==> config.mk <==
export PLATFORM = sky130hd
export DESIGN_NAME = zbt_port_arbiter
export DESIGN_NICKNAME = d
export VERILOG_FILES = /design/src/rtl/zbt_port_arbiter.sv
export SDC_FILE = /design/constraint.sdc
export NUM_CORES = 1
export LEC_CHECK = 0
export BUFFER_PORTS_ARGS = -buffer_cell sky130_fd_sc_hd__buf_2
export CORE_AREA = 2 2 120 122
export DETAILED_ROUTE_END_ITERATION = 8
export DIE_AREA = 0 0 122 124
export PLACE_DENSITY = 0.73
export SKIP_CTS_REPAIR_TIMING = 1
export SYNTH_ARGS = -nofsm -noshare
export SYNTH_HDL_FRONTEND = slang
export SYNTH_SLANG_ARGS = --single-unit
==> constraint.sdc <==
create_clock -name clock -period 5.65 [get_ports clock]
set_input_delay 0.2825 -clock clock [delete_from_list [all_inputs] [get_ports clock]]
set_output_delay 0.2825 -clock clock [all_outputs]
set_load 0.005 [all_outputs]
==> src/rtl/zbt_port_arbiter.sv <==
// zbt_port_arbiter: three-requester round-robin arbiter for a pipelined ZBT SRAM port.
// Define ARB_PORT0_PRIORITY_EN to give port 0 fixed priority over ports 1/2.
module zbt_port_arbiter #(
   parameter int ADDR_W   = 19,
   parameter int DATA_W   = 36,
   parameter int READ_LAT = 2
) (
   input  logic              clock,
   input  logic              reset,
   input  logic              req0_flag,
   input  logic              req0_wr,
   input  logic [ADDR_W-1:0] req0_addr,
   input  logic [DATA_W-1:0] req0_wdata,
   input  logic              req1_flag,
   input  logic              req1_wr,
   input  logic [ADDR_W-1:0] req1_addr,
   input  logic [DATA_W-1:0] req1_wdata,
   input  logic              req2_flag,
   input  logic              req2_wr,
   input  logic [ADDR_W-1:0] req2_addr,
   input  logic [DATA_W-1:0] req2_wdata,
   output logic              done0,
   output logic              done1,
   output logic              done2,
   output logic [DATA_W-1:0] rdata,
   output logic [ADDR_W-1:0] mem_addr,
   output logic [DATA_W-1:0] mem_write,
   output logic              mem_wr,
   input  logic [DATA_W-1:0] mem_read,
   output logic              busy
);

   logic [2:0]        flag;
   logic [2:0]        wr;
   logic [2:0]        eligible;
   logic [2:0]        grant;
   logic [2:0]        outstanding;
   logic [2:0]        done_q;
   logic [2:0]        done_nx;
   logic [2:0]        rd_done;
   logic [1:0]        last_ptr;
   logic [1:0]        gport;
   logic              grant_any;
   logic              sel_wr;
   logic              rd_issue;
   logic              busy_nx;
   logic [ADDR_W-1:0] sel_addr;
   logic [DATA_W-1:0] sel_wdata;
   logic [READ_LAT:0] rd_valid;
   logic [1:0]        rd_port [READ_LAT+1];

   assign flag     = {req2_flag, req1_flag, req0_flag};
   assign wr       = {req2_wr, req1_wr, req0_wr};
   // A port stays ineligible through its own done cycle.
   assign eligible = flag & ~outstanding;

`ifdef ARB_PORT0_PRIORITY_EN
   logic last12;

   always_comb begin
      grant = '0;
      if (eligible[0])
         grant[0] = 1'b1;
      else if (eligible[1] && eligible[2]) begin
         if (last12)
            grant[1] = 1'b1;
         else
            grant[2] = 1'b1;
      end else if (eligible[1])
         grant[1] = 1'b1;
      else if (eligible[2])
         grant[2] = 1'b1;
   end

   // Tracks which of ports 1/2 won last; 1 means port 2.
   always_ff @(posedge clock) begin
      if (reset)
         last12 <= 1'b1;
      else if (grant[1] || grant[2])
         last12 <= grant[2];
   end
`else
   logic [1:0] c0;
   logic [1:0] c1;
   logic [1:0] c2;

   assign c0 = (last_ptr == 2'd2) ? 2'd0 : last_ptr + 2'd1;
   assign c1 = (c0 == 2'd2) ? 2'd0 : c0 + 2'd1;
   assign c2 = (c1 == 2'd2) ? 2'd0 : c1 + 2'd1;

   always_comb begin
      grant = '0;
      if (eligible[c0])
         grant[c0] = 1'b1;
      else if (eligible[c1])
         grant[c1] = 1'b1;
      else if (eligible[c2])
         grant[c2] = 1'b1;
   end
`endif

   assign grant_any = |grant;

   always_comb begin
      gport = 2'd0;
      unique case (1'b1)
         grant[0]: gport = 2'd0;
         grant[1]: gport = 2'd1;
         grant[2]: gport = 2'd2;
         default:  gport = 2'd0;
      endcase
   end

   always_comb begin
      sel_wr    = req0_wr;
      sel_addr  = req0_addr;
      sel_wdata = req0_wdata;
      case (gport)
         2'd1: begin
            sel_wr    = req1_wr;
            sel_addr  = req1_addr;
            sel_wdata = req1_wdata;
         end
         2'd2: begin
            sel_wr    = req2_wr;
            sel_addr  = req2_addr;
            sel_wdata = req2_wdata;
         end
         default: ;
      endcase
   end

   assign rd_issue = grant_any & ~sel_wr;
   assign rd_done  = rd_valid[READ_LAT] ?
                     (3'b001 << rd_port[READ_LAT]) : 3'b000;
   // Write done and read done may coincide; they are always different ports.
   assign done_nx  = rd_done | (grant & {3{sel_wr}});
   assign busy_nx  = rd_issue | (|rd_valid[READ_LAT-1:0]);

   always_ff @(posedge clock) begin
      if (reset) begin
         last_ptr    <= 2'd2;
         outstanding <= '0;
         done_q      <= '0;
         mem_wr      <= 1'b0;
         mem_addr    <= '0;
         mem_write   <= '0;
         rdata       <= '0;
         busy        <= 1'b0;
         rd_valid    <= '0;
         for (int i = 0; i <= READ_LAT; i++)
            rd_port[i] <= 2'd0;
      end else begin
         if (grant_any) begin
            last_ptr  <= gport;
            mem_addr  <= sel_addr;
            mem_write <= sel_wdata;
         end
         mem_wr      <= grant_any & sel_wr;
         done_q      <= done_nx;
         outstanding <= (outstanding | grant) & ~done_q;
         busy        <= busy_nx;
         rd_valid    <= {rd_valid[READ_LAT-1:0], rd_issue};
         rd_port[0]  <= gport;
         for (int i = 1; i <= READ_LAT; i++)
            rd_port[i] <= rd_port[i-1];
         if (rd_valid[READ_LAT])
            rdata <= mem_read;
      end
   end

   assign done0 = done_q[0];
   assign done1 = done_q[1];
   assign done2 = done_q[2];

endmodule

==> results.txt, run 1 <==
initial antenna violation count -> 1
num rows -> 43
Reg-to-Reg Start -> last_ptr[1]
WHS Endpoint -> rdata[33]
WS Path Type -> reg2reg
Port Buf Inserts -> 304
antenna-violating nets left -> 0
Die Y -> 124 µm
Post-synth EDFFs -> 0
Final Util -> 49.2%
Num CTS Buffers -> 9
initial core utilization -> 35.6%
routability cong. -> 0.835
placed inst area -> 0.00643 mm²
leakage -> 3.08 nW
Vias -> 5065
final wirelength -> 15.3 mm
DRC violations left -> 0
drt wl/cell -> 15.1 µm
TNS Setup -> 0 ns
post-synth top area cell -> dfxtp_1
DRT iter0 DRCs -> 214
Hold Path Origin -> mem_read[33]
clk sink count -> 110
ratio of cells with drive above 1 in the final layout -> 40.0%
area growth from synthesis to layout -> 38.1%
Tmin final -> 3.09 ns
sequential area share after synthesis -> 45.0%
CORE AREA -> 0.0137 mm²
full die area -> 0.0151 mm²
Yosys reg bits -> 110
top post-synthesis cells by area -> dfxtp_1, a22oi_1, nand2b_1
hpwl dp -> 10.7 mm
Ys Warns -> 0
worst reg2reg path endpoint -> done_q[2]
CTS tree -> done
GRT Overall Usage -> 19.2%
clk root buf -> clkbuf_16
worst skew pair latency -> 0.34 ns
worst-margin pin slew -> 1.15 ns
clk_skew -> 0.00885 ns
Via density -> 4.99
number of global-route vias before repair -> 4682
DRT Pass-1 Iters -> 4
Setup-failing EPs final -> 0
RSZ-0062 raised after global routing -> no
syn nets -> 776
flop-to-flop setup slack -> 2.56 ns
PwrDens -> 341 mW/mm²
FFs w/ async S/R, synth -> 0%
post-synth top area share -> 45.0%
final net count -> 1041
Critical Path Source Type -> flip-flop
Clock Tree Buf Depth -> 2
Hold Crit Depth -> 3
total gr overflow -> 0
worst vdd ir -> 0.186 mV
R2R cell count -> 8
largest net degree at the start of global routing -> 113
Hold Fails Final Rpt -> 0
Avg Cell Area, Syn -> 8.67 µm²
I/O pin count -> 305
Max Slew Vio Count -> 0
Yosys cell types -> 35
Post-Syn Area -> 0.00489 mm²
largest fanout on the critical path -> 56
Final Instance Area -> 0.00675 mm²
# H-tree levels -> 3
CP Data Required Time -> 5.92 ns
Arr. time, crit path -> 3.36 ns
clock transition at the registers of the reported paths -> 0.08 ns
Die W -> 122 µm
max frequency -> 323 MHz
Hold Path Class -> in2reg
status -> finished clean
Top FF cell, synth -> dfxtp_1
Tcrit/Tclk final -> 54.7%
first-pass GRT wire length -> 23.0 mm
Max Cap Viol -> 0
Slew HR -> 23.2%
Mapped Cells -> 564
CP Capture Type -> flip-flop
-- cells by family (layout without fill, tap and decap cells) --
group                      after synthesis  in the layout  synth area share (%)
AOI/OAI and AO/OA                      178            178                  23.0
adders and majority gates                3              3                 0.768
buffers and inverters                   56            326                  5.30
DFF                                    110            110                  45.0
muxes                                   36             36                  7.37
other                                    0              1                     0
and+or+nand+nor                        181            181                  18.5
-- worst max-delay path, cell delays in order (launching register included) --
cell and delay, ns:
dfxtp_1 0.35, or4b_1 0.55, o31a_2 0.19, inv_2 0.09
ha_2 0.93, a22oi_1 0.17, a21oi_1 0.47, nand3_1 0.13
a21oi_1 0.15
-- cell type report --
| type | count | area [µm²] |
|---|---|---|
| fill | 1368 | 6970 |
| clock buffer | 9 | 225 |
| antenna | 1 | 2.50 |
| timing repair buffer | 307 | 1550 |
| tap | 180 | 225 |
| sequential | 110 | 2200 |
| inverter | 3 | 11.3 |
| multi-input combinational | 398 | 2450 |
| clock inverter | 7 | 87.6 |
-- worst max path at each step --
stage | from | to | slack [ns] | depth (start not counted)
finish | last_ptr[1] | done_q[2] | 2.56 | 8
global route | outstanding[0] | done_q[2] | 2.24 | 9
CTS | last_ptr[1] | done_q[2] | 2.52 | 8
detailed placement | req1_flag | done_q[2] | 2.56 | 10
global placement | last_ptr[1] | done_q[2] | 2.59 | 8
floorplan | last_ptr[1] | done_q[2] | 3.52 | 8
-- cell usage after synthesis, drive strengths merged (3+ instances only) --
master / count
nand2b: 59
nand2: 56
o22ai: 56
inv: 3
nor2b: 8
nor3: 5
a21oi: 3
buf: 32
nor3b: 3
a22oi: 56
o21ai: 57
nor2: 44
clkbuf: 21
dfxtp: 110
mux2i: 36
ha: 3
-- state kept, by name (all words and copies together), names as in the netlist --
name / flops
mem_write: 36
rdata: 36
mem_addr: 19
rd_port: 6
done_q: 3
outstanding: 3
rd_valid: 3
last_ptr: 2
busy: 1
mem_wr: 1
-- per-stage QoR --
stage          total power, mW  std cells  hold WS, ns  setup WS (ns)
3_3_place_gp              1.65        998        0.416           2.59
3_5_place_dp              1.66        998        0.427           2.56
4_1_cts                   2.33       1014        0.158           2.52
2_1_floorplan             1.39        564        0.414           3.52
5_1_grt                   2.46       1015        0.166           2.24
6_report                  2.30       1015        0.174           2.56
-- report_power, final --
part           total [mW]  internal [mW]  switching, mW
sequential          0.958          0.891         0.0668
combinational       0.683          0.309          0.373
clock               0.661          0.355          0.306
total                2.30           1.56          0.747
-- per-layer routing --
| metal | track usage (%) | part of all wire, % | wire length [µm] |
|---|---|---|---|
| met5 | 0 | 0 | 0 |
| met2 | 32.7 | 46 | 7080 |
| met4 | 6.68 | 1.8 | 282 |
| met1 | 23.2 | 43 | 6540 |
| met3 | 5.27 | 9.2 | 1410 |
-- placed cells by master (no fill, tap or decap), types with 4 or more instances in the layout --
| cell | count |
|---|---|
| a22oi_1 | 56 |
| buf_2 | 303 |
| buf_4 | 4 |
| clkbuf_16 | 9 |
| dfxtp_1 | 109 |
| mux2i_1 | 36 |
| nand2_1 | 56 |
| nand2b_1 | 58 |
| nor2_1 | 44 |
| nor2b_1 | 8 |
| o21ai_0 | 56 |
| o22ai_1 | 56 |
(Power assumes the default switching activity.)
==> run 2, diff against run 1 <==
==> constraint.sdc (replaced) <==
create_clock -name clock -period 3.15 [get_ports clock]
set_input_delay 0.1575 -clock clock [delete_from_list [all_inputs] [get_ports clock]]
set_output_delay 0.1575 -clock clock [all_outputs]
set_load 0.005 [all_outputs]
==> results.txt, run 2 (synthesis results as in run 1) <==
CP peak stage delay -> 0.55 ns
pre-CTS setup slack -> 0.628 ns
max frequency -> 399 MHz
hpwl dp -> 11.6 mm
Hold Crit Depth -> 3
dpl cells -> 1003
largest fanout on the critical path -> 55
CORE AREA -> 0.0137 mm²
Die W -> 122 µm
initial core utilization -> 35.6%
status -> finished clean
clk sink count -> 110
Reg-to-Reg Start -> last_ptr[1]
Final Non-Filler Cells -> 1020
routability cong. -> 0.851
Hold Path Class -> in2reg
Tcrit/Tclk final -> 79.5%
ratio of cells with drive above 1 in the final layout -> 40.3%
Arr. time, crit path -> 2.75 ns
R2R cell count -> 9
final wirelength -> 15.9 mm
Critical Path Source Type -> flip-flop
leakage -> 3.11 nW
CP Capture Type -> flip-flop
leading cell type in the layout, fill and taps excluded -> buf_2
clk root buf -> clkbuf_16
RSZ-0062 raised after global routing -> no
total gr overflow -> 0
num rows -> 43
DRT Pass-1 Iters -> 5
Slew HR -> 23.5%
Via density -> 5.01
Hold Fails Final Rpt -> 0
Setup crit start -> last_ptr[1]
top flop regs -> mem_write: 36 flops, rdata: 36 flops, mem_addr: 19 flops
final net count -> 1046
Setup-failing EPs final -> 0
Max Cap Viol -> 0
drt wl/cell -> 15.6 µm
largest net degree at the start of global routing -> 70
Port Buf Inserts -> 304
first-pass GRT wire length -> 23.7 mm
Max Slew Vio Count -> 0
initial antenna violation count -> 1
most frequent cells in the layout -> buf_2, dfxtp_1, nand2b_1
Final Instance Area -> 0.00680 mm²
Hold Path Origin -> mem_read[9]
worst-margin pin slew -> 1.15 ns
full die area -> 0.0151 mm²
worst hold slack -> 0.0511 ns
CP Data Required Time -> 3.40 ns
GRT Overall Usage -> 20.0%
placed inst area -> 0.00650 mm²
number of global-route vias before repair -> 4789
I/O pin count -> 305
# H-tree levels -> 3
DRC violations left -> 0
Vias -> 5109
CTS tree -> done
DRT iter0 DRCs -> 201
worst skew pair latency -> 0.35 ns
Num CTS Buffers -> 9
Tmin final -> 2.50 ns
antenna-violating nets left -> 0
CP max stage cell -> or4b_1
CP cell instances -> or4b_1 -> o31a_2 -> inv_2 -> ha_2 -> buf_4 -> a22oi_1 -> nand2_1 -> o21ai_0 -> o22ai_1
area growth from synthesis to layout -> 39.2%
Clock Tree Buf Depth -> 2
worst vdd ir -> 0.269 mV
clk_skew -> 0.00826 ns
TNS Setup -> 0 ns
clock transition at the registers of the reported paths -> 0.08 ns
PwrDens -> 610 mW/mm²
WS Path Type -> reg2reg
setup slack after layout -> 0.646 ns
Die Y -> 124 µm
==> run 2: cell count changes in the layout (fill, tap and decap cells not counted) <==
cell	change
buf_12	+2
clkinv_4	-3
clkbuf_1	+1
clkinv_2	+1
buf_4	+3
inv_6	+1
==> run 2: final timing paths <==
check,to,slack [ns]
max,mem_addr[13],0.65
min,rdata[9],0.05
max reg2reg,mem_addr[13],0.65
min reg2reg,outstanding[2],0.42
==> run 2: area by class of cell <==
cell class / count / area (µm²)
well taps: 180 / 225
multi-input cells: 398 / 2450
clock inverters: 6 / 75.1
clock buffers: 10 / 229
diodes: 1 / 2.50
flip-flops and latches: 110 / 2200
inverters: 3 / 11.3
repair buffers: 312 / 1610
fillers: 1374 / 6920
==> run 2: where the power goes <==
| part | total (mW) | leakage (nW) | internal (mW) | switching (mW) |
|---|---|---|---|---|
| Combinational | 1.25 | 2.06 | 0.572 | 0.681 |
| Sequential | 1.72 | 0.904 | 1.60 | 0.121 |
| Clock | 1.18 | 0.151 | 0.634 | 0.542 |
==> run 2: worst max-delay path: cells and delay by family (launching register included) <==
kind | cells | cell delay (ns)
DFF | 1 | 0.34
buffers and inverters | 2 | 0.60
and+or+nand+nor | 2 | 0.66
adders and majority gates | 1 | 0.18
AOI/OAI and AO/OA | 4 | 0.62
==> run 2: layer usage <==
metal | share of wire [%] | GRT usage [%] | vias up
met3 | 9.4 | 6.04 | 24
met2 | 47 | 33.9 | 228
met5 | 0 | 0 | -
met1 | 41 | 23.8 | 2310
met4 | 1.9 | 7.76 | 0
li1 | - | - | 2547
==> run 2: through the flow <==
step                      util (%)  total power, mW
final                         49.6             4.15
after global routing          49.6             4.43
after CTS                     49.6             4.20
after detailed placement      47.4             3.01
after global placement        47.4             3.00
after floorplan                  -             2.49
